File: src/rtl/ets_sweep_ctrl.sv
// Equivalent-time sampling sweep controller: steps the MMCM phase between captures,
// forwards one sample per step and optionally rewinds the phase back to origin.
module ets_sweep_ctrl #(
    parameter int unsigned STEP_W = 16
) (
    input  logic              clk,
    input  logic              reset,
    input  logic              start,
    input  logic              abort,
    input  logic [STEP_W-1:0] cfg_steps,
    input  logic              cfg_rewind,
    output logic              busy,
    output logic              done,
    output logic              aborted,
    output logic [STEP_W-1:0] ps_pos,
    output logic              core_en,
    input  logic              core_valid,
    input  logic [31:0]       core_data,
    output logic              core_ready,
    input  logic              core_ps_en,
    input  logic              core_ps_incdec,
    output logic              core_ps_done,
    output logic              ps_en,
    output logic              ps_incdec,
    input  logic              ps_done,
    output logic [31:0]       m_data,
    output logic [STEP_W-1:0] m_index,
    output logic              m_last,
    output logic              m_valid,
    input  logic              m_ready
);

    typedef enum logic [2:0] {
        IDLE, ARM, CAPTURE, PHASE, REWIND, REWAIT, FIN
    } state_t;

    state_t            r_state, w_next;
    logic [STEP_W-1:0] r_steps;
    logic              r_rewind;
    logic [STEP_W-1:0] r_idx;
    logic [STEP_W-1:0] r_pos;
    logic              r_abort_pend;
    logic              r_aborted;

    logic              w_active;
    logic              w_abort_pend;
    logic [STEP_W-1:0] w_idx_inc;
    logic [STEP_W-1:0] w_pos_inc;
    logic              w_last_step;

    assign w_active     = (r_state == ARM) || (r_state == CAPTURE) || (r_state == PHASE);
    // A same-cycle abort already counts, so the beat in flight can carry m_last.
    assign w_abort_pend = r_abort_pend || (w_active && abort);
    assign w_idx_inc    = r_idx + STEP_W'(1);
    assign w_pos_inc    = r_pos + STEP_W'(1);
    assign w_last_step  = (w_idx_inc == r_steps);

    assign aborted = r_aborted;
    assign ps_pos  = r_pos;
    assign m_index = r_idx;

    always_comb begin
        w_next       = r_state;
        busy         = (r_state != IDLE);
        done         = 1'b0;
        core_en      = 1'b0;
        core_ready   = 1'b0;
        core_ps_done = 1'b0;
        ps_en        = 1'b0;
        ps_incdec    = 1'b0;
        m_valid      = 1'b0;
        m_last       = 1'b0;
        m_data       = '0;
        case (r_state)
            IDLE: begin
                if (start) w_next = (cfg_steps != '0) ? ARM : FIN;
            end
            ARM: begin
                core_en = 1'b1;
                w_next  = CAPTURE;
            end
            CAPTURE: begin
                m_valid    = core_valid;
                m_data     = core_data;
                core_ready = m_ready;
                m_last     = w_last_step || w_abort_pend;
                if (core_valid && m_ready) w_next = PHASE;
            end
            PHASE: begin
                ps_en        = core_ps_en;
                ps_incdec    = core_ps_incdec;
                core_ps_done = ps_done;
                if (ps_done) begin
                    if (w_last_step || w_abort_pend)
                        w_next = (r_rewind && (w_pos_inc != '0)) ? REWIND : FIN;
                    else
                        w_next = ARM;
                end
            end
            REWIND: begin
                if (r_pos == '0) begin
                    w_next = FIN;
                end else begin
                    ps_en  = 1'b1;
                    w_next = REWAIT;
                end
            end
            REWAIT: begin
                if (ps_done) w_next = REWIND;
            end
            FIN: begin
                done   = 1'b1;
                w_next = IDLE;
            end
            default: w_next = IDLE;
        endcase
    end

    always_ff @(posedge clk or posedge reset) begin
        if (reset) begin
            r_state      <= IDLE;
            r_steps      <= '0;
            r_rewind     <= 1'b0;
            r_idx        <= '0;
            r_pos        <= '0;
            r_abort_pend <= 1'b0;
            r_aborted    <= 1'b0;
        end else begin
            r_state <= w_next;
            if (w_active && abort) r_abort_pend <= 1'b1;
            if ((w_next == FIN) && (r_state != IDLE) && (r_state != FIN))
                r_aborted <= w_abort_pend;
            case (r_state)
                IDLE: begin
                    if (start) begin
                        r_steps      <= cfg_steps;
                        r_rewind     <= cfg_rewind;
                        r_idx        <= '0;
                        r_abort_pend <= 1'b0;
                        r_aborted    <= 1'b0;
                    end
                end
                PHASE: begin
                    if (ps_done) begin
                        r_pos <= w_pos_inc;
                        // Index stays on the final step so m_index never reaches steps.
                        if (!(w_last_step || w_abort_pend)) r_idx <= w_idx_inc;
                    end
                end
                REWAIT: begin
                    if (ps_done) r_pos <= r_pos - STEP_W'(1);
                end
                default: ;
            endcase
        end
    end

endmodule

File: config.mk
export PLATFORM = sky130hd
export DESIGN_NAME = ets_sweep_ctrl
export DESIGN_NICKNAME = d
export VERILOG_FILES = /design/src/rtl/ets_sweep_ctrl.sv
export SDC_FILE = /design/constraint.sdc
export NUM_CORES = 1
export LEC_CHECK = 0
export BUFFER_PORTS_ARGS = -buffer_cell sky130_fd_sc_hd__buf_2
export CORE_UTILIZATION = 55
export CTS_CLUSTER_DIAMETER = 120
export DETAILED_ROUTE_END_ITERATION = 8
export PLACE_DENSITY = 0.95
export REMOVE_ABC_BUFFERS = 1
export SLEW_MARGIN = 0
export SYNTH_ARGS = -nofsm -noshare
export SYNTH_HDL_FRONTEND = slang
export SYNTH_SLANG_ARGS = --single-unit
File: constraint.sdc
create_clock -name clk -period 5 [get_ports clk]
set_input_delay 1 -clock clk [delete_from_list [all_inputs] [get_ports clk]]
set_output_delay 1 -clock clk [all_outputs]
set_load 0.02 [all_outputs]
== Yosys cells after proc, flatten, opt, wreduce, memory -nomap -nowiden ==
Index checks and enable logic that the tools add are counted.
Storage, ports and cells
  input bits: 58
  output and inout port bits: 74
  register bits after elaboration: 54
Operators by class
  mux-type cells: 32
  reduce and logical (&&, ||, !) cells: 19
  equality and inequality tests: 13
  add/sub/neg operators: 3
Operator list (count)
  $mux 16: 5
  $pmux 16 s2: 2
  $add 16x1->16 const B: 2
  $mux 32: 1
  $reduce_bool 16->1: 2
  $mux 3: 6
  $pmux 3 s6: 1
  $eq 16x16->1: 1
  $logic_not 16->1: 1
  $sub 16x1->16 const B: 1
  $mux 1: 14
  $eq 3x3->1 const B: 4
  $ne 2x2->1 const B: 4
  $eq 3x2->1 const B: 2
  $logic_and 1x1->1: 5
  $logic_or 1x1->1: 4
  $mux 2: 2
  $reduce_and 4->1: 1
  $reduce_bool 2->1: 2
  $eq 3x1->1 const B: 1
  $logic_not 3->1: 1
  $ne 3x3->1 const B: 1
  $reduce_and 3->1: 1
  $reduce_bool 3->1: 1
  2 further kinds: 2

== Longest topological paths before layout ==
Gate-level depths: netlist (run 1).
  depth after elaboration: 15
  gate-level depth with buffers: 13
  mapped depth without buffers: 10

== Worst setup path after synthesis (run 1) ==
Ideal clock, no wire load.
  path kind: flip-flop to output port
  from: reg r_pos[4], in the netlist ps_pos[4]
  to: out ps_en
  setup slack: 1.438 ns
  cell stages (with the launch flop): 9
  path buffers: 1
  data required time: 4.000 ns
  arrival time: 2.562 ns
  cell sequence: dfrtp_1 -> buf_6 -> nor2_2 -> or4b_4 -> or3_4 -> or3_4 -> nor4b_4 -> nor3_1 -> a21o_1
On the way
  word-level cells in the longest chain between the ends: 3
RTL lines
  from (decl): RTL line 41  | logic [STEP_W-1:0] r_pos;
  from (signal assigned): RTL line 145  | r_pos <= w_pos_inc;
  from (signal assigned): RTL line 151  | if (ps_done) r_pos <= r_pos - STEP_W'(1);
  $logic_not 16->1: RTL line 101  | if (r_pos == '0) begin
  $mux 1: RTL line 101
  $pmux 1 s2: RTL line 74  | case (r_state)
  to (decl): RTL line 23  | output logic ps_en,
Every way passes these cells.

== Worst setup path in the final report (run 1) ==
Ends and elaborated chain as after synthesis.

==> impl_metrics.env, run 1 <==
export IMPL_status="complete, no violations"
export IMPL_io_buffer_count=131
export IMPL_cts_resized_gates=0
export IMPL_hold_slack_ps=509
export IMPL_layout_nets=635
export IMPL_power_density_nw_per_um2=500
export IMPL_rows=30
export IMPL_grtUsageTotal_pct=28.4
export IMPL_seq_area_sq_um=1350
export IMPL_coreArea_sq_um=6760
export IMPL_hp_start="r_steps[7]"
export IMPL_slew_violations=0
export IMPL_end_kind="primary output"
export IMPL_yosysWarnings=0
export IMPL_clockBufferDepth=2
export IMPL_vias_per_cell=6.05
export IMPL_critPathKind="reg2out"
export IMPL_dieWidth_microns=85.5
export IMPL_final_common_cell="buf_2"
export IMPL_io_pins=132
export IMPL_drtAntennaViolNets=0
export IMPL_cts_sinks=54
export IMPL_min_period_ps=4080
export IMPL_grt_max_degree=55
export IMPL_min_to="r_steps[7]"
export IMPL_multi_input_area_sq_um=2280
export IMPL_drt_total_wl_mm=10.5
export IMPL_dieHeight_microns=85.5
export IMPL_vias=3956
export IMPL_synth_seq_cells=54
export IMPL_dp_hpwl_mm=7.68
export IMPL_postCtsSetupBuffers=0
export IMPL_dp_cells=646
export IMPL_tns_ps=0
export IMPL_reg2reg_from="m_index[0]"
export IMPL_p_leak_nw=2.35
export IMPL_path_clk_slew_ps=90
export IMPL_drt_iter0_markers=346
export IMPL_drv_cap=0
export IMPL_worstSkewPairLatency_ps=320
export IMPL_firstDrtPassIters=7
export IMPL_cts_hold_buf=0
export IMPL_drive_above_1_share_pct=28.9
export IMPL_finalClockSkew_ps=15.3
export IMPL_slew_headroom_pct=22.9
export IMPL_htreeDepth=2
export IMPL_synthesis_area_sq_um=3830
export IMPL_antenna_cells=0
export IMPL_critPathRequiredTime_ps=4000
export IMPL_worst_slew_pin_slew_ps=1150
export IMPL_period_share_pct=81.5
export IMPL_grt_pass1_vias=3554
export IMPL_numCtsBuffers=5
export IMPL_area_growth_pct=18.6
export IMPL_grt_overflow_total=0
export IMPL_synth_avg_cell_area_sq_um=8.23
export IMPL_start_util_pct=56.8
export IMPL_syn_inst=466
export IMPL_critPathLaunchType="register"
export IMPL_cts_tree="built"
export IMPL_synth_edf_count=0
export IMPL_ir_worst_vdd_uv=297
export IMPL_ys_seq_area_share_pct=35.2
export IMPL_power_mw=2.27
export IMPL_nFillCells=575
export IMPL_dieArea_sq_um=7310
export IMPL_finalSetupViolCount=0
export IMPL_crit_arrival_ps=3080
export IMPL_ff2ff_setup_slack_ps=1370
export IMPL_async_flop_share_pct=100
export IMPL_clockRootBuffer="clkbuf_8"
export IMPL_rr_worst_depth=11
export IMPL_drc=0
export IMPL_final_cell_mix="buf_2, nand2_1, dfrtp_1"
export IMPL_grt_setup_unrepaired="false"
export IMPL_fmax_ghz=0.245
export IMPL_layout_cells_non_filler=654
export IMPL_ys_types=64
export IMPL_hold_path_class="reg2reg"
export IMPL_avgRoutedWirePerCell_microns=16.1
export IMPL_synth_ff_type="dfrtp_1"
export IMPL_globalplace_congestion=0.958
export IMPL_antenna_found_initial=0
export IMPL_grt_pass1_wl_mm=16.8
export IMPL_hold_path_depth=2
export IMPL_critical_path_max_fanout=10
export IMPL_hold_violations=0
export IMPL_r2r_end="m_index[2]"
## worst max-delay path, cell delays in order, from the launching register on
cell,delay (ps)
dfrtp_1,520
nor2_2,170
or4b_4,510
or3_4,400
or3_4,400
nor4b_4,280
nor3_1,130
a21o_1,210
buf_2,150
## through the flow
step	worst slack (ps)	instance area, sq um	utilization, %
3_3_place_gp	1350	4450	65.9
6_report	925	4550	67.3
5_1_grt	790	4550	67.3
3_5_place_dp	1290	4450	65.9
2_1_floorplan	1440	3670	-
4_1_cts	940	4550	67.3
## metal layers
metal  part of all wire (%)  GRT usage (%)  vias up
met1                     41           38.5     1863
met5                      0              0        -
met4                    1.1           5.91        0
met3                    8.4           4.72       18
met2                     50           48.2      214
li1                       -              -     1861
## cells by family (layout without fill, tap and decap cells)
kind of cell	count (synthesis)	count (layout)	share of synthesized area, %
AOI/OAI and AO/OA	83	83	14.4
xor gates and xnor gates	36	36	8.22
adders and majority gates	4	4	1.31
buffers and inverters	46	154	5.38
DFF	54	54	35.2
muxes	5	5	1.31
and+or+nand+nor	238	238	34.2
## cells in the mapped netlist, types with 10 or more instances
cell / n / area [sq um]
nor2_1: 29 / 109
and3_1: 47 / 294
dfrtp_1: 54 / 1350
nor3_1: 12 / 60.1
xnor2_1: 27 / 236
o21ai_0: 24 / 120
nand2_1: 77 / 289
inv_1: 12 / 45.0
clkbuf_1: 22 / 82.6
nand3_1: 10 / 50.1
nand4_1: 10 / 62.6
## cell type report
cell class	count	share of cell area (%)
clock buffer	6	1.82
clock inverter	2	0.275
inverter	12	0.991
multi-input combinational	366	50.1
sequential	54	29.7
tap	80	2.20
timing repair buffer	134	14.9
## worst max path at each step
stage	startpoint	end
final	ps_pos[4]	ps_en
after global routing	ps_pos[4]	ps_en
after CTS	ps_pos[4]	ps_en
after detailed placement	ps_pos[4]	ps_en
after global placement	ps_pos[4]	ps_en
after floorplan	ps_pos[4]	ps_en
## power breakdown
part           total, mW  switching (mW)  internal, mW
Combinational       1.25           0.768         0.486
Clock              0.263           0.151         0.112
Sequential         0.754           0.189         0.565
Total               2.27            1.11          1.16
## state kept, by name, indices dropped and copies added (netlist names)
name	flops
aborted	1
m_index	16
ps_pos	16
r_state	3
r_steps	16
r_rewind	1
r_abort_pend	1
No activity file was read; power rests on OpenSTA's default activity.
==> run 2: changes to the inputs <==
- CORE_UTILIZATION: 55 -> 51
- PLACE_DENSITY: 0.95 -> 0.9
- clock period: 5 -> 4 ns (I/O delays scaled with it)
==> run 2 against run 1 <==
First-iteration DRC count fell by 25%. Global-route usage fell by 3.1 points. Die area rose by 7.7%. Register-to-register slack got worse by 770 ps. Critical path depth did not move. Critical path type unchanged. Critical endpoint unchanged.
==> impl_metrics.env, run 2 (synthesis results as in run 1) <==
export IMPL_firstDrtPassIters=5
export IMPL_final_cell_mix="buf_2, nand2_1, dfrtp_1"
export IMPL_pwr_share_comb_pct=54.1
export IMPL_layout_nets=636
export IMPL_seq_power_share_pct=32.8
export IMPL_drive_above_1_share_pct=29.2
export IMPL_postCtsSetupBuffers=0
export IMPL_finalClockSkew_ps=10.3
export IMPL_fin_util_pct=63.4
export IMPL_critPathLaunchType="register"
export IMPL_area_growth_pct=19.9
export IMPL_reg2reg_from="m_index[0]"
export IMPL_grt_overflow_total=0
export IMPL_finalSetupViolCount=0
export IMPL_grt_setup_unrepaired="false"
export IMPL_numCtsBuffers=5
export IMPL_drc=0
export IMPL_hold_violations=0
export IMPL_clockBufferDepth=2
export IMPL_dieHeight_microns=88.7
export IMPL_critPathRequiredTime_ps=3200
export IMPL_hold_path_class="reg2reg"
export IMPL_start_util_pct=52.9
export IMPL_ff2ff_setup_slack_ps=600
export IMPL_htreeDepth=2
export IMPL_dp_cells=666
export IMPL_dp_hpwl_mm=7.48
export IMPL_grt_max_degree=55
export IMPL_grtUsageTotal_pct=25.4
export IMPL_avgRoutedWirePerCell_microns=15.2
export IMPL_worst_slew_pin_slew_ps=1090
export IMPL_vias=3920
export IMPL_status="complete, no violations"
export IMPL_drv_cap=0
export IMPL_drt_iter0_markers=260
export IMPL_p_leak_nw=2.36
export IMPL_final_common_cell="buf_2"
export IMPL_swShare_pct=47.8
export IMPL_cts_tree="built"
export IMPL_critical_path_max_fanout=10
export IMPL_io_buffer_count=131
export IMPL_power_mw=2.88
export IMPL_p_sw_mw=1.38
export IMPL_coreArea_sq_um=7250
export IMPL_period_share_pct=95.9
export IMPL_power_density_nw_per_um2=627
export IMPL_crit_arrival_ps=3030
export IMPL_cts_resized_gates=0
export IMPL_fin_area_sq_um=4600
export IMPL_p_clk_share_pct=13.1
export IMPL_antenna_cells=0
export IMPL_dieWidth_microns=88.7
export IMPL_hp_start="r_steps[3]"
export IMPL_end_kind="primary output"
export IMPL_fmax_ghz=0.261
export IMPL_critPathKind="reg2out"
export IMPL_p_int_mw=1.50
export IMPL_slew_violations=0
export IMPL_drt_total_wl_mm=10.3
export IMPL_worstSkewPairLatency_ps=310
export IMPL_antenna_found_initial=0
export IMPL_grt_pass1_vias=3388
export IMPL_globalplace_congestion=0.978
export IMPL_cp_startpoint="ps_pos[4]"
export IMPL_tns_ps=0
export IMPL_place_area_sq_um=4480
export IMPL_drtAntennaViolNets=0
export IMPL_slew_headroom_pct=27.0
export IMPL_layout_cells_non_filler=674
export IMPL_vias_per_cell=5.82
export IMPL_dieArea_sq_um=7870
export IMPL_path_clk_slew_ps=110
export IMPL_rows=31
export IMPL_min_period_ps=3830
export IMPL_io_pins=132
export IMPL_cts_hold_buf=0
export IMPL_cts_sinks=54
export IMPL_grt_pass1_wl_mm=15.7
export IMPL_clockRootBuffer="clkbuf_8"
export IMPL_ir_worst_vdd_uv=344
==> run 2: cell count changes in the layout (fill, tap and decap cells not counted), sizes merged <==
cell,previous run,this run
clkbuf,6,5
inv,12,13
buf,134,135
clkinvlp,1,0
bufinv,0,1
==> run 2: per-layer routing <==
layer	share of wire, %	GRT usage, %
met1	42	33.5
met4	1.4	6.16
met5	0	0
met3	6.7	3.82
met2	50	43.7
==> run 2: worst paths after layout <==
check	cells after the start	end
hold reg to reg	2	r_steps[3]
min in group asynchronous	2	r_steps[6]
hold / removal	2	r_steps[3]
setup / recovery	8	ps_en
setup reg to reg	10	m_index[6]
max in group asynchronous	2	ps_pos[4]
==> run 2: area by class of cell <==
class,count,area (sq um)
repair buffers,135,686
clock buffers,5,68.8
flip-flops and latches,54,1350
clock inverters,3,43.8
multi-input cells,366,2280
inverters,12,45.0
well taps,99,124
fillers,616,2660
==> run 2: worst max-delay path: stages (launching register included) <==
cell	delay, ps
dfrtp_2	490
nor2_2	160
or4b_4	500
or3_4	400
or3_4	400
nor4b_4	280
nor3_1	120
a21o_1	210
buf_2	150
==> run 2: power by group through the flow <==
stage / Clock (mW) / Combinational [mW] / Sequential [mW]
4_1_cts: 0.382 / 1.56 / 0.937
3_5_place_dp: 0 / 1.55 / 0.944
6_report: 0.378 / 1.56 / 0.944
2_1_floorplan: 0 / 1.03 / 0.970
3_3_place_gp: 0 / 1.51 / 0.931
5_1_grt: 0.405 / 1.69 / 0.972
==> run 2: stage by stage <==
stage	hold WS [ps]	setup WS [ps]
floorplan	466	637
global placement	480	552
detailed placement	486	482
CTS	521	125
global route	538	40.1
finish	518	166
==> run 3: changes to the inputs <==
- ABC_AREA: default -> 1
- CORE_UTILIZATION: 51 -> 52
==> run 3 against run 2 <==
Utilization up 0.98 points. Power increased by 3.4%. Routed wire length is 16% higher. Die area increased by 6.2%. First-iteration DRC count grew 30%. Clock power is 17% lower. Synthesized area rose by 8.5%. Final cell count is 32% higher. Clock skew increased by 6.9 ps. Flip-flop and latch count is the same. Sequential power up 4.6%. Highest routed layer unchanged. Largest power group unchanged.
==> impl_metrics.env, run 3 <==
export IMPL_status="complete, no violations"
export IMPL_antenna_found_initial=0
export IMPL_cts_sinks=54
export IMPL_drtAntennaViolNets=0
export IMPL_nFillCells=714
export IMPL_critPathLaunchType="register"
export IMPL_finalClockSkew_ps=17.2
export IMPL_yosys_area_top_type="dfrtp_1"
export IMPL_seq_power_share_pct=33.1
export IMPL_critical_path_max_fanout=36
export IMPL_start_util_pct=53.8
export IMPL_coreArea_sq_um=7730
export IMPL_ys_top_cells_by_area="dfrtp_1, nand2_1, inv_1"
export IMPL_dieHeight_microns=91.4
export IMPL_dp_hpwl_mm=9.23
export IMPL_synth_most_common_cell="nand2_1"
export IMPL_htreeDepth=2
export IMPL_synth_seq_cells=54
export IMPL_area_growth_pct=19.6
export IMPL_p_leak_nw=2.79
export IMPL_period_share_pct=79.6
export IMPL_critPathRequiredTime_ps=3200
export IMPL_synth_avg_cell_area_sq_um=6.30
export IMPL_slew_violations=0
export IMPL_cts_tree="built"
export IMPL_layout_nets=846
export IMPL_drc=0
export IMPL_avgRoutedWirePerCell_microns=13.4
export IMPL_p_sw_mw=1.57
export IMPL_grt_overflow_total=0
export IMPL_synth_top_cells_by_count="nand2_1, inv_1, nor2_1"
export IMPL_postCtsSetupBuffers=0
export IMPL_critPathKind="reg2out"
export IMPL_synth_edf_count=0
export IMPL_grt_max_degree=37
export IMPL_dieWidth_microns=91.4
export IMPL_vias=4857
export IMPL_tns_ps=0
export IMPL_finalSetupViolCount=0
export IMPL_dieArea_sq_um=8360
export IMPL_vias_per_cell=5.48
export IMPL_cts_hold_buf=0
export IMPL_io_pins=132
export IMPL_drive_above_1_share_pct=21.7
export IMPL_p_clk_share_pct=10.5
export IMPL_antenna_cells=0
export IMPL_swShare_pct=52.6
export IMPL_power_density_nw_per_um2=599
export IMPL_ir_worst_vdd_uv=260
export IMPL_synth_top_area_share_pct=32.5
export IMPL_globalplace_congestion=1.00
export IMPL_pwr_share_comb_pct=56.4
export IMPL_final_cell_mix="nand2_1, buf_2, inv_1"
export IMPL_clockRootBuffer="clkbuf_8"
export IMPL_grt_setup_unrepaired="false"
export IMPL_fmax_ghz=0.314
export IMPL_firstDrtPassIters=6
export IMPL_hold_path_class="in2async"
export IMPL_rows=32
export IMPL_syn_inst=660
export IMPL_min_period_ps=3180
export IMPL_slew_headroom_pct=39.2
export IMPL_hold_slack_ps=499
export IMPL_worst_slew_pin_slew_ps=907
export IMPL_grt_pass1_wl_mm=19.7
export IMPL_clockBufferDepth=2
export IMPL_ys_types=38
export IMPL_drv_cap=0
export IMPL_path_clk_slew_ps=110
export IMPL_drt_iter0_markers=339
export IMPL_grtUsageTotal_pct=29.0
export IMPL_drt_total_wl_mm=11.9
export IMPL_final_common_cell="nand2_1"
export IMPL_yosysWarnings=0
export IMPL_p_int_mw=1.41
export IMPL_dp_cells=879
export IMPL_numCtsBuffers=5
export IMPL_synth_ff_type="dfrtp_1"
export IMPL_layout_cells_non_filler=887
export IMPL_synthesis_area_sq_um=4160
export IMPL_io_buffer_count=131
export IMPL_worstSkewPairLatency_ps=320
export IMPL_hold_violations=0
export IMPL_cts_resized_gates=0
export IMPL_end_kind="primary output"
export IMPL_grt_pass1_vias=4300
export IMPL_ys_seq_area_share_pct=32.5
export IMPL_async_flop_share_pct=100
export IMPL_crit_arrival_ps=2380
-- run 3: cells by family after synthesis --
| logic type | share of synthesized area, % |
|---|---|
| mux | 0.361 |
| flops | 32.5 |
| fa+ha+maj | 1.20 |
| xor+xnor | 2.74 |
| buf+inv | 12.2 |
| compound gates | 10.2 |
| simple gates | 40.8 |
-- run 3: cell type report --
cell class	count	area (sq um)	area share [%]
sequential	54	1350	27.2
inverter	111	417	8.38
clock buffer	6	72.6	1.46
multi-input combinational	476	2300	46.2
tap	102	128	2.57
clock inverter	2	13.8	0.277
timing repair buffer	136	693	13.9
-- run 3: final timing paths --
check                      startpoint           to  slack (ps)  depth (start not counted)
max in group asynchronous       reset   ps_pos[15]        2670                          3
setup / recovery           r_state[1]       m_last         820                          5
hold reg to reg            r_steps[1]   r_steps[1]         510                          2
min in group clk           r_steps[1]   r_steps[1]         510                          2
hold / removal                  reset  m_index[15]         500                          2
setup reg to reg           m_index[0]   m_index[3]        1310                         13
-- run 3: metal layers --
metal	share of wire, %	up-vias	track usage, %
met3	9.3	38	5.19
met5	0	-	0
met1	42	2202	38.9
li1	-	2353	-
met2	46	264	47.1
met4	2.8	0	9.26
-- run 3: worst max-delay path: stages, from the launching register on --
cell	delay [ps]
dfrtp_1	400
inv_1	130
nor3_1	170
clkinv_1	750
a21oi_1	400
buf_2	220
-- run 3: power by group through the flow --
stage / Clock, mW / Combinational, mW / Sequential [mW]
3_3_place_gp: 0 / 1.62 / 0.974
2_1_floorplan: 0 / 1.08 / 1.03
5_1_grt: 0.336 / 1.87 / 1.02
6_report: 0.314 / 1.68 / 0.987
4_1_cts: 0.318 / 1.67 / 0.976
3_5_place_dp: 0 / 1.67 / 0.988
-- run 3: per-stage QoR --
| stage | util (%) | setup WS, ps | area (sq um) | total power [mW] |
|---|---|---|---|---|
| after floorplan | - | 852 | 4070 | 2.11 |
| after global placement | 63.2 | 1240 | 4890 | 2.60 |
| after detailed placement | 63.2 | 1160 | 4890 | 2.65 |
| after CTS | 64.4 | 804 | 4970 | 2.97 |
| after global routing | 64.4 | 546 | 4970 | 3.23 |
| final | 64.4 | 818 | 4970 | 2.98 |
